--- src/rtl/rs_station_pkg.sv ---
// rs_station_pkg: constants shared by the reservation station and the
// load/store buffer. Holds the internal opcode encoding and the predicate
// that separates memory operations (which never enter this station).
package rs_station_pkg;

  localparam int OP_WIDTH = 6;

  typedef logic [OP_WIDTH-1:0] op_t;

  // Internal opcode encoding produced by decode.
  localparam op_t OP_NOP   = 6'd0;
  localparam op_t OP_LUI   = 6'd1;
  localparam op_t OP_AUIPC = 6'd2;
  localparam op_t OP_JAL   = 6'd3;
  localparam op_t OP_JALR  = 6'd4;
  localparam op_t OP_BEQ   = 6'd5;
  localparam op_t OP_BNE   = 6'd6;
  localparam op_t OP_LB    = 6'd10;
  localparam op_t OP_LH    = 6'd11;
  localparam op_t OP_LW    = 6'd12;
  localparam op_t OP_LBU   = 6'd13;
  localparam op_t OP_LHU   = 6'd14;
  localparam op_t OP_SB    = 6'd15;
  localparam op_t OP_SH    = 6'd16;
  localparam op_t OP_SW    = 6'd17;
  localparam op_t OP_ADDI  = 6'd20;
  localparam op_t OP_ADD   = 6'd30;
  localparam op_t OP_SUB   = 6'd31;
  localparam op_t OP_AND   = 6'd32;
  localparam op_t OP_OR    = 6'd33;

  // Loads and stores are handled by the load/store buffer.
  function automatic logic is_mem_op(input op_t op);
    return op inside {OP_LB, OP_LH, OP_LW, OP_LBU, OP_LHU, OP_SB, OP_SH, OP_SW};
  endfunction

endpackage

--- src/rtl/rs_station_select.sv ---
// rs_station_select: two independent lowest-index priority encoders.
//   free_vec_i    : 1 = entry is free
//   ready_vec_i   : 1 = entry is ready to issue
//   free_idx_o / free_found_o   : lowest free entry and whether one exists
//   ready_idx_o / ready_found_o : lowest ready entry and whether one exists
// Purely combinational.
module rs_select #(
  parameter int N     = 8,
  parameter int IDX_W = $clog2(N)
) (
  input  logic [N-1:0]     free_vec_i,
  input  logic [N-1:0]     ready_vec_i,
  output logic [IDX_W-1:0] free_idx_o,
  output logic             free_found_o,
  output logic [IDX_W-1:0] ready_idx_o,
  output logic             ready_found_o
);

  // Scan from the top down so the lowest set bit is the last one written.
  always_comb begin
    free_idx_o    = '0;
    free_found_o  = 1'b0;
    ready_idx_o   = '0;
    ready_found_o = 1'b0;
    for (int i = N - 1; i >= 0; i--) begin
      if (free_vec_i[i]) begin
        free_idx_o   = IDX_W'(i);
        free_found_o = 1'b1;
      end
      if (ready_vec_i[i]) begin
        ready_idx_o   = IDX_W'(i);
        ready_found_o = 1'b1;
      end
    end
  end

endmodule

--- src/rtl/rs_station.sv ---
// rs_station: reservation station for the ALU/branch path.
// Holds up to RS_SIZE non-memory instructions, snoops the ALU and LSB
// result buses for missing operands, and issues one ready instruction per
// cycle (lowest index first) into registered outputs.
//
// Handshake: dispatch (iDP_en) is valid-only; there is no ready back to
// dispatch. Upstream must stop dispatching once oRS_full is high; oRS_full
// asserts with one free slot left to absorb an instruction already in
// flight. Issue (oRS_en) is valid-only; the ALU accepts every issue.
//
// Ports:
//   clk, rst (sync, active-high), rdy (global enable; low = frozen)
//   iDP_*   : dispatched instruction (op, pc, imm, rd/rs tags, rs data)
//   iALU_*  : ALU result broadcast (en, nick, data)
//   iLSB_*  : load/store buffer result broadcast (en, nick, data)
//   iROB_clr: flush on mispredict, highest priority
//   oRS_full: stall request to fetch/dispatch (registered)
//   oRS_*   : issued instruction, all registered, oRS_en is a 1-cycle pulse
module rs_station
  import rs_station_pkg::*;
#(
  parameter int RS_SIZE = 8,
  parameter int NICK_W  = 4,
  parameter int DATA_W  = 32,
  parameter int OP_W    = 6
) (
  input  logic              clk,
  input  logic              rst,
  input  logic              rdy,
  input  logic              iDP_en,
  input  logic [OP_W-1:0]   iDP_op,
  input  logic [DATA_W-1:0] iDP_pc,
  input  logic [DATA_W-1:0] iDP_imm,
  input  logic [NICK_W-1:0] iDP_rd_nick,
  input  logic [NICK_W-1:0] iDP_rs1_nick,
  input  logic [NICK_W-1:0] iDP_rs2_nick,
  input  logic [DATA_W-1:0] iDP_rs1_dt,
  input  logic [DATA_W-1:0] iDP_rs2_dt,
  input  logic              iALU_en,
  input  logic [NICK_W-1:0] iALU_nick,
  input  logic [DATA_W-1:0] iALU_dt,
  input  logic              iLSB_en,
  input  logic [NICK_W-1:0] iLSB_nick,
  input  logic [DATA_W-1:0] iLSB_dt,
  input  logic              iROB_clr,
  output logic              oRS_full,
  output logic              oRS_en,
  output logic [OP_W-1:0]   oRS_op,
  output logic [DATA_W-1:0] oRS_pc,
  output logic [DATA_W-1:0] oRS_imm,
  output logic [NICK_W-1:0] oRS_rd_nick,
  output logic [DATA_W-1:0] oRS_rs1_dt,
  output logic [DATA_W-1:0] oRS_rs2_dt
);

  localparam int IDX_W = $clog2(RS_SIZE);
  localparam int CNT_W = IDX_W + 1;

  // Entry state
  logic [RS_SIZE-1:0] busy_q, busy_d;
  logic [OP_W-1:0]    op_q  [RS_SIZE];
  logic [OP_W-1:0]    op_d  [RS_SIZE];
  logic [DATA_W-1:0]  pc_q  [RS_SIZE];
  logic [DATA_W-1:0]  pc_d  [RS_SIZE];
  logic [DATA_W-1:0]  imm_q [RS_SIZE];
  logic [DATA_W-1:0]  imm_d [RS_SIZE];
  logic [NICK_W-1:0]  rd_q  [RS_SIZE];
  logic [NICK_W-1:0]  rd_d  [RS_SIZE];
  logic [NICK_W-1:0]  q1_q  [RS_SIZE];
  logic [NICK_W-1:0]  q1_d  [RS_SIZE];
  logic [NICK_W-1:0]  q2_q  [RS_SIZE];
  logic [NICK_W-1:0]  q2_d  [RS_SIZE];
  logic [DATA_W-1:0]  v1_q  [RS_SIZE];
  logic [DATA_W-1:0]  v1_d  [RS_SIZE];
  logic [DATA_W-1:0]  v2_q  [RS_SIZE];
  logic [DATA_W-1:0]  v2_d  [RS_SIZE];

  // Output registers
  logic              iss_en_q, iss_en_d;
  logic [OP_W-1:0]   iss_op_q, iss_op_d;
  logic [DATA_W-1:0] iss_pc_q, iss_pc_d;
  logic [DATA_W-1:0] iss_imm_q, iss_imm_d;
  logic [NICK_W-1:0] iss_rd_q, iss_rd_d;
  logic [DATA_W-1:0] iss_rs1_q, iss_rs1_d;
  logic [DATA_W-1:0] iss_rs2_q, iss_rs2_d;
  logic              full_q, full_d;

  logic [RS_SIZE-1:0] ready_vec;
  logic [IDX_W-1:0]   free_idx, sel_idx;
  logic               free_found, sel_found;
  logic               dp_accept;
  logic [CNT_W-1:0]   busy_cnt;

  // Returns {tag, data} with the tag cleared and data replaced if an
  // enabled broadcast matches a nonzero tag. ALU wins a double hit.
  function automatic logic [NICK_W+DATA_W-1:0] snoop(input logic [NICK_W-1:0] tag,
                                                     input logic [DATA_W-1:0] dt);
    logic [NICK_W+DATA_W-1:0] r;
    r = {tag, dt};
    if (tag != '0) begin
      if (iALU_en && iALU_nick == tag) r = {{NICK_W{1'b0}}, iALU_dt};
      else if (iLSB_en && iLSB_nick == tag) r = {{NICK_W{1'b0}}, iLSB_dt};
    end
    return r;
  endfunction

  // Readiness uses registered tags only: a wakeup this cycle issues next cycle.
  always_comb begin
    for (int i = 0; i < RS_SIZE; i++) begin
      ready_vec[i] = busy_q[i] && (q1_q[i] == '0) && (q2_q[i] == '0);
    end
  end

  rs_select #(.N(RS_SIZE), .IDX_W(IDX_W)) u_select (
    .free_vec_i    (~busy_q),
    .ready_vec_i   (ready_vec),
    .free_idx_o    (free_idx),
    .free_found_o  (free_found),
    .ready_idx_o   (sel_idx),
    .ready_found_o (sel_found)
  );

  assign dp_accept = iDP_en && !iROB_clr && !is_mem_op(iDP_op);

  always_comb begin
    busy_d    = busy_q;
    op_d      = op_q;
    pc_d      = pc_q;
    imm_d     = imm_q;
    rd_d      = rd_q;
    q1_d      = q1_q;
    q2_d      = q2_q;
    v1_d      = v1_q;
    v2_d      = v2_q;
    iss_en_d  = 1'b0;  // also covers rdy low: no repeated issue while frozen
    iss_op_d  = iss_op_q;
    iss_pc_d  = iss_pc_q;
    iss_imm_d = iss_imm_q;
    iss_rd_d  = iss_rd_q;
    iss_rs1_d = iss_rs1_q;
    iss_rs2_d = iss_rs2_q;
    full_d    = full_q;
    busy_cnt  = '0;
    if (rdy) begin
      if (iROB_clr) begin
        busy_d = '0;
        full_d = 1'b0;
      end else begin
        for (int i = 0; i < RS_SIZE; i++) begin
          if (busy_q[i]) begin
            {q1_d[i], v1_d[i]} = snoop(q1_q[i], v1_q[i]);
            {q2_d[i], v2_d[i]} = snoop(q2_q[i], v2_q[i]);
          end
        end
        if (sel_found) begin
          iss_en_d        = 1'b1;
          iss_op_d        = op_q[sel_idx];
          iss_pc_d        = pc_q[sel_idx];
          iss_imm_d       = imm_q[sel_idx];
          iss_rd_d        = rd_q[sel_idx];
          iss_rs1_d       = v1_q[sel_idx];
          iss_rs2_d       = v2_q[sel_idx];
          busy_d[sel_idx] = 1'b0;
        end
        // free_idx comes from busy_q, so it never aliases the issuing slot.
        // With no free entry the dispatch is dropped.
        if (dp_accept && free_found) begin
          busy_d[free_idx] = 1'b1;
          op_d[free_idx]   = iDP_op;
          pc_d[free_idx]   = iDP_pc;
          imm_d[free_idx]  = iDP_imm;
          rd_d[free_idx]   = iDP_rd_nick;
          {q1_d[free_idx], v1_d[free_idx]} = snoop(iDP_rs1_nick, iDP_rs1_dt);
          {q2_d[free_idx], v2_d[free_idx]} = snoop(iDP_rs2_nick, iDP_rs2_dt);
        end
        for (int i = 0; i < RS_SIZE; i++) begin
          busy_cnt = busy_cnt + CNT_W'(busy_d[i]);
        end
        // Full when at most one entry will be free after this edge.
        full_d = (busy_cnt >= CNT_W'(RS_SIZE - 1));
      end
    end
  end

  always_ff @(posedge clk) begin
    if (rst) begin
      busy_q    <= '0;
      iss_en_q  <= 1'b0;
      iss_op_q  <= '0;
      iss_pc_q  <= '0;
      iss_imm_q <= '0;
      iss_rd_q  <= '0;
      iss_rs1_q <= '0;
      iss_rs2_q <= '0;
      full_q    <= 1'b0;
    end else begin
      busy_q    <= busy_d;
      iss_en_q  <= iss_en_d;
      iss_op_q  <= iss_op_d;
      iss_pc_q  <= iss_pc_d;
      iss_imm_q <= iss_imm_d;
      iss_rd_q  <= iss_rd_d;
      iss_rs1_q <= iss_rs1_d;
      iss_rs2_q <= iss_rs2_d;
      full_q    <= full_d;
    end
  end

  // Payload is only meaningful while busy, so it carries no reset.
  always_ff @(posedge clk) begin
    op_q  <= op_d;
    pc_q  <= pc_d;
    imm_q <= imm_d;
    rd_q  <= rd_d;
    q1_q  <= q1_d;
    q2_q  <= q2_d;
    v1_q  <= v1_d;
    v2_q  <= v2_d;
  end

  assign oRS_full    = full_q;
  assign oRS_en      = iss_en_q;
  assign oRS_op      = iss_op_q;
  assign oRS_pc      = iss_pc_q;
  assign oRS_imm     = iss_imm_q;
  assign oRS_rd_nick = iss_rd_q;
  assign oRS_rs1_dt  = iss_rs1_q;
  assign oRS_rs2_dt  = iss_rs2_q;

endmodule
--- config.mk ---
export PLATFORM = sky130hd
export DESIGN_NAME = rs_station
export DESIGN_NICKNAME = d
export VERILOG_FILES = /design/src/rtl/rs_station_pkg.sv /design/src/rtl/rs_station_select.sv /design/src/rtl/rs_station.sv
export SDC_FILE = /design/constraint.sdc
export NUM_CORES = 2
export LEC_CHECK = 0
export ABC_CLOCK_PERIOD_IN_PS = 22700
export BUFFER_PORTS_ARGS = -buffer_cell sky130_fd_sc_hd__buf_2
export CORE_MARGIN = 1.5
export CORE_UTILIZATION = 62
export CTS_CLUSTER_DIAMETER = 100
export CTS_CLUSTER_SIZE = 28
export DETAILED_ROUTE_END_ITERATION = 7
export HOLD_SLACK_MARGIN = 0.15
export PLACE_DENSITY_LB_ADDON = 0.08
export SYNTH_ARGS = -nofsm -noshare
export SYNTH_HDL_FRONTEND = slang
export SYNTH_SLANG_ARGS = --single-unit
--- constraint.sdc ---
create_clock -name clk -period 22.7 [get_ports clk]
set_input_delay 2.27 -clock clk [delete_from_list [all_inputs] [get_ports clk]]
set_output_delay 2.27 -clock clk [all_outputs]
set_load 0.02 [all_outputs]
# --- Yosys cells after proc, flatten, opt, wreduce, memory -nomap -nowiden ---
# Index checks and enable logic that the tools add are counted.
# W data, S select, Z words.
totals:
  ff_bits: 1316
  in_bits: 225
  word_cells: 476
op_classes:
  n_addsub: 7
  order_cmp: 8
  n_eq_ne: 44
  mux: 237
  bitwise: 8
  n_reduce_logical: 99
op_table:
  columns: ["op", "n"]
  rows:
  - ["$mux W36", 60]
  - ["$mux W32", 59]
  - ["$bwmux W256", 4]
  - ["$mux W256", 2]
  - ["$bmux W32 S3", 4]
  - ["$mux W4", 51]
  - ["$eq A4 B4 Y1", 36]
  - ["$bwmux W32", 3]
  - ["$demux W32 S3", 1]
  - ["$reduce_bool A4 Y1", 18]
  - ["$logic_not A4 Y1", 16]
  - ["$logic_and A1 B1 Y1", 58]
  - ["$mux W8", 7]
  - ["$bwmux W48", 1]
  - ["$mux W3", 16]
  - ["$eq A6 B4 Y1 const B", 6]
  - ["$mux W1", 20]
  - ["$bmux W6 S3", 1]
  - ["$demux W6 S3", 1]
  - ["$mux W6", 3]
  - ["$add A4 B1 Y4", 4]
  - ["$not A8 Y8", 2]
  - ["$bmux W4 S3", 1]
  - ["$demux W4 S3", 1]
  - ["19 further kinds", 28]

# --- Longest topological paths before layout ---
logic_depth:
  depth_word: 33
  ltp_mapped: 20

# --- By module ---
# A second synthesis with hierarchy kept.
hier_totals:
  cells_unflattened: 5231
  hier_area_um2: 67181.9
by_module_without_submodules:
  columns: ["mod", "n_inst", "cells_each", "area_each_um2", "seq_area_each_um2"]
  rows:
  - ["rs_station", 1, 5204, 67024.3, 38036.5]
  - ["rs_select", 1, 27, 157.7, 0.0]

# --- Worst setup path after synthesis ---
# No wires, ideal clock.
synth_timing:
  path_type: "input to register"
  start: "input port iROB_clr"
  end: "register imm_q[64] (netlist bit) (enable)"
  t_arrival_ps: 16793
  slack_ps: 5482
  stages: 6
  path_buffers: 2
  path_cell_list: "clkbuf_1 > nand2b_1 > clkbuf_1 > inv_1 > nand3_1 > inv_1"
synth_via:
  elab_chain_cells: 5
synth_rtl:
  columns: ["element", "line", "source"]
  rows:
  - ["from (decl)", "rs_station.sv:45", "input logic iROB_clr,"]
  - ["$logic_not A1 Y1", "rs_station.sv:123", "assign dp_accept = iDP_en && !iROB_clr && !is_mem_op(iDP_op);"]
  - ["$logic_and A1 B1 Y1 (2 in series)", "rs_station.sv:123", null]
  - ["$logic_and A1 B1 Y1", "rs_station.sv:167", "if (dp_accept && free_found) begin"]
  - ["$reduce_and A3 Y1 (no line) (*)", null, null]
  - ["to (signal assigned)", "rs_station.sv:213", "imm_q <= imm_d;"]
  - ["to (decl)", "rs_station.sv:65", "logic [DATA_W-1:0] imm_q [RS_SIZE];"]
# Every way passes the cells marked *; elsewhere a longest branch is shown, timed or not.
# A chain may end at the register's enable or synchronous reset.

# --- Worst setup path in the final report ---
layout_timing:
  start: "input port iDP_op[3]"
  end: "register full_q (netlist: oRS_full)"
layout_via:
  elab_chain_cells: 17
layout_rtl:
  columns: ["element", "line", "source"]
  rows:
  - ["from (decl)", "rs_station.sv:31", "input logic [OP_W-1:0] iDP_op,"]
  - ["$eq A6 B4 Y1 / $eq A6 B5 Y1 (equally long branches)", "rs_station_pkg.sv:34", "return op inside {OP_LB, OP_LH, OP_LW, OP_LBU, OP_LHU, OP_SB, OP_SH, OP_SW};"]
  - ["$reduce_bool A8 Y1 (*)", "rs_station_pkg.sv:34", null]
  - ["$logic_not A1 Y1 (*)", "rs_station.sv:123", null]
  - ["$logic_and A1 B1 Y1 (*)", "rs_station.sv:123", null]
  - ["$logic_and A1 B1 Y1 (*)", "rs_station.sv:167", null]
  - ["$mux W8 (*)", "rs_station.sv:167", null]
  - ["$mux W8 (*)", "rs_station.sv:145", "if (iROB_clr) begin"]
  - ["$mux W8 (*)", "rs_station.sv:144", "if (rdy) begin"]
  - ["$add A1 B1 Y2", "rs_station.sv:177", "busy_cnt = busy_cnt + CNT_W'(busy_d[i]);"]
  - ["$add A2 B1 Y3", "rs_station.sv:177", null]
  - ["$add A3 B1 Y4", "rs_station.sv:177", null]
  - ["$add A4 B1 Y4 (3 in series)", "rs_station.sv:177", null]
  - ["$add A4 B1 Y4 (*)", "rs_station.sv:177", null]
  - ["$ge A4 B3 Y1 (*)", "rs_station.sv:180", "full_d = (busy_cnt >= CNT_W'(RS_SIZE - 1));"]
  - ["$mux W1 (*)", "rs_station.sv:145", null]
  - ["to (signal assigned)", "rs_station.sv:205", "full_q <= full_d;"]
  - ["to (decl)", "rs_station.sv:86", "logic full_q, full_d;"]
# Every way passes the cells marked *; elsewhere a longest branch is shown, timed or not. The select of a mux whose other input is x is not followed.

==> results.yml <==
outcome:
  status: "finished with violations"
  violations: "design-rule violations"
timing:
  worst_slew_pin_slew_ns: 1.23
  finClkSkew_ns: 0.0415
  finalSetupTns_ns: 0
  grt_setup_unrepaired: "no"
  slew_headroom_pct: 17.8
  hold_viol: 0
  setup_viol: 0
  finalCritPeriodShare_pct: 29.5
  slew_violations: 0
  clock.fmax_ghz: 0.150
  post-route-min-period_ns: 6.69
finish:
  fin_cells: 7350
  n_fill_cell: 8396
  syn2layout_area_growth_pct: 5.31
  drive_gt1_share_pct: 11.7
  layout.nets: 6052
clocking:
  cts_sinks: 1316
  post_cts_resized: 0
  numCtsBuffers: 55
  cts_hold_buf: 0
  htree_levels: 2
  post_cts_buffers: 0
  clk_latency_ns: 0.75
  cts_root_buffer: "clkbuf_16"
  tritoncts: "done"
  cts_buffer_depth: 3
  path_clk_slew_ns: 0.11
synth:
  synthFlopType: "edfxtp_1"
  netlist_area_um2: 68600
  seq_area_frac_synth_pct: 55.4
  yosys.area_share.simple_pct: 6.88
  synthCells: 5969
  async_reset_ff_share_pct: 0
  synth-edff-count: 1168
  synth_top_family_by_area: "compound AO/OA/AOI/OAI gates"
  synth.distinct_cells: 79
  yosysWarnings: 0
  yosys_register_bits: 1316
  synth_fa_ha_area_share_pct: 0.171
  synth_xor_area_share_pct: 1.84
  synth_compound_gate_area_share_pct: 24.2
  syn_area_per_cell_um2: 11.5
  muxShareOfSynthArea_pct: 7.03
  synth_nets: 6201
global_route:
  grtUsageTotal_pct: 40.7
  grt_first_pass_wirelength_mm: 343
  antenna_found_initial: 32
  grt_max_degree: 200
  grt_overflow_total: 0
  first_global_vias: 53100
floorplan:
  core-area_um2: 109000
  dieArea_um2: 113000
  initial_core_util_pct: 62.8
  ios: 365
  fp.dieW_um: 336
  die_y_um: 336
  rows: 121
critical_path:
  crit_path_end_kind: "register"
  cp_max_fo: 13
  r2r-start: "q1_q[28]$_DFFE_PP_"
  cp.arrival_ns: 7.35
  startpoint_type: "primary input"
  reg2regPathDepth: 19
  path_class: "primary input to register"
  r2r_end: "oRS_full$_SDFFE_PP0P_"
  cp.required_ns: 23.36
  r2r_setup_slack_ns: 16.28
power:
  leakage_nw: 22.2
  finalPower_mw: 4.33
  p_clk_share_pct: 29.4
  internal_power_mw: 3.27
  irDropWorstVdd_uv: 67.0
  seqPwrFrac_pct: 62.6
  p_switching_mw: 1.06
  power.density_nw_per_um2: 59.9
  swShare_pct: 24.6
  comb_power_share_pct: 8.0
drt:
  via_count: 55500
  via_per_inst: 7.55
  drtIter0Drc: 8930
  drt_pass1_iterations: 6
  drt_wl_total_mm: 235
  drc: 3
  drtAntennaViolNets: 0
  wl_per_cell_um: 31.9
placed_design:
  dp_hpwl_mm: 130
  dp_cells: 7239
  portBuffers: 364
  place.gp.congestion: 0.908
min_path:
  min_to: "oRS_imm[22]$_SDFFE_PP0P_"
  hold_depth: 2
  holdCritStartpoint: "oRS_imm[22]$_SDFFE_PP0P_"
  hold_path_class: "register to register"
job:
  drv_cap: 0
## area by class of cell
type / instances / area (µm²) / share of cell area [%]
Antenna cell: 9 / 22.5 / 0.0312
Clock buffer: 90 / 1520 / 2.10
Clock inverter: 12 / 160 / 0.222
Inverter: 23 / 96.3 / 0.133
Multi-Input combinational cell: 3943 / 27800 / 38.5
Sequential cell: 1316 / 38000 / 52.6
Tap cell: 1476 / 1850 / 2.56
Timing Repair Buffer: 481 / 2740 / 3.80
## metrics by stage
step	setup WS, ns	utilization [%]	cell area, µm²	hold slack (ns)
2_1_floorplan	5.48	-	68600	0.479
3_3_place_gp	15.33	64.5	70600	0.491
3_5_place_dp	15.39	64.5	70600	0.496
4_1_cts	16.13	66.1	72200	0.512
5_1_grt	15.73	66.1	72200	0.521
6_report	16.01	66.1	72300	0.506
## metal layers
| layer | track usage, % | part of all wire, % | vias up |
|---|---|---|---|
| met5 | 0 | 0.12 | - |
| met2 | 63.4 | 45 | 4223 |
| li1 | - | - | 23200 |
| met1 | 52.6 | 36 | 27100 |
| met4 | 21.6 | 6.0 | 48 |
| met3 | 10.1 | 13 | 942 |
## power by group through the flow
stage | logic (mW) | clock network [mW] | registers, mW
final | 0.347 | 1.27 | 2.71
after global routing | 0.363 | 1.34 | 2.71
after CTS | 0.334 | 1.27 | 2.71
after detailed placement | 0.333 | 0 | 2.76
after global placement | 0.326 | 0 | 2.76
after floorplan | 0.209 | 0 | 2.78
## cells in the final DEF (no fill, tap or decap), drive strengths merged, types with 11 or more instances in the layout
master / Yosys / final
a222oi: 28 / 28
a31oi: 17 / 17
a2bb2oi: 29 / 29
edfxtp: 1168 / 1168
nor2: 161 / 161
a221o: 11 / 11
nand3: 77 / 77
a311oi: 15 / 15
o21bai: 34 / 34
clkbuf: 421 / 90
inv: 22 / 26
o211ai: 430 / 430
a221oi: 91 / 91
nor2b: 12 / 12
dfxtp: 148 / 148
nand2b: 47 / 47
or3: 39 / 39
nor4: 43 / 43
nand2: 513 / 513
o221ai: 94 / 94
and3: 52 / 52
xnor2: 52 / 52
mux2i: 482 / 482
o22ai: 69 / 69
xor2: 92 / 92
buf: 266 / 481
a21oi: 79 / 79
a22oi: 175 / 175
o22a: 88 / 88
a22o: 200 / 200
a211oi: 104 / 104
nor3: 19 / 19
o32ai: 69 / 69
a21boi: 45 / 45
o21ai: 697 / 697
## critical path: stages
cell and delay [ns]:
buf_2 0.25, nor2b_1 0.08, mux2i_1 0.44, o211ai_2 0.27
nor2_1 0.88, nor2_1 0.18, fa_1 0.55, fa_1 0.51
inv_1 0.06, fa_1 0.48, ha_1 0.25, fa_1 0.57
nand2_1 0.06, o21ai_0 0.14, nand2_1 0.07, o21ai_0 0.06
a22oi_1 0.08, nor2_1 0.12
## logic make-up after synthesis
| family | after synthesis |
|---|---|
| AOI/OAI and AO/OA | 2325 |
| xor gates and xnor gates | 144 |
| buffers and inverters | 710 |
| adders and majority gates | 7 |
| and+or+nand+nor | 985 |
| muxes | 482 |
| DFF | 1316 |
## sequential cells by signal, summed over array words and instances, names as in the netlist
signal       flops
imm_q          256
pc_q           256
v1_q           256
v2_q           256
op_q            48
oRS_imm         32
oRS_pc          32
oRS_rs1_dt      32
oRS_rs2_dt      32
q1_q            32
q2_q            32
rd_q            32
busy_q           8
oRS_op           6
oRS_rd_nick      4
oRS_en           1
oRS_full         1
## worst max-delay path by stage
stage | start | to | depth (start not counted)
2_1_floorplan | iROB_clr | imm_q[64]$_DFFE_PP_ | 6
3_3_place_gp | iDP_op[1] | oRS_full$_SDFFE_PP0P_ | 18
3_5_place_dp | iDP_op[1] | oRS_full$_SDFFE_PP0P_ | 18
4_1_cts | iDP_op[1] | oRS_full$_SDFFE_PP0P_ | 18
5_1_grt | iDP_op[1] | oRS_full$_SDFFE_PP0P_ | 18
6_report | iDP_op[3] | oRS_full$_SDFFE_PP0P_ | 18
## synth_stat cells (all sizes together), types with 92 or more instances
cell type  number  area share [%]
mux2i         482             7.0
edfxtp       1168              51
o21ai         697             5.1
a22oi         175             1.9
xor2           92             1.2
nor2          161            0.90
o211ai        430             4.8
nand2         513             2.8
dfxtp         148             4.3
a211oi        104             1.2
clkbuf        421             2.3
a22o          200             2.6
buf           266             2.0
o221ai         94             1.2
Power figures use the tool's default switching activity.
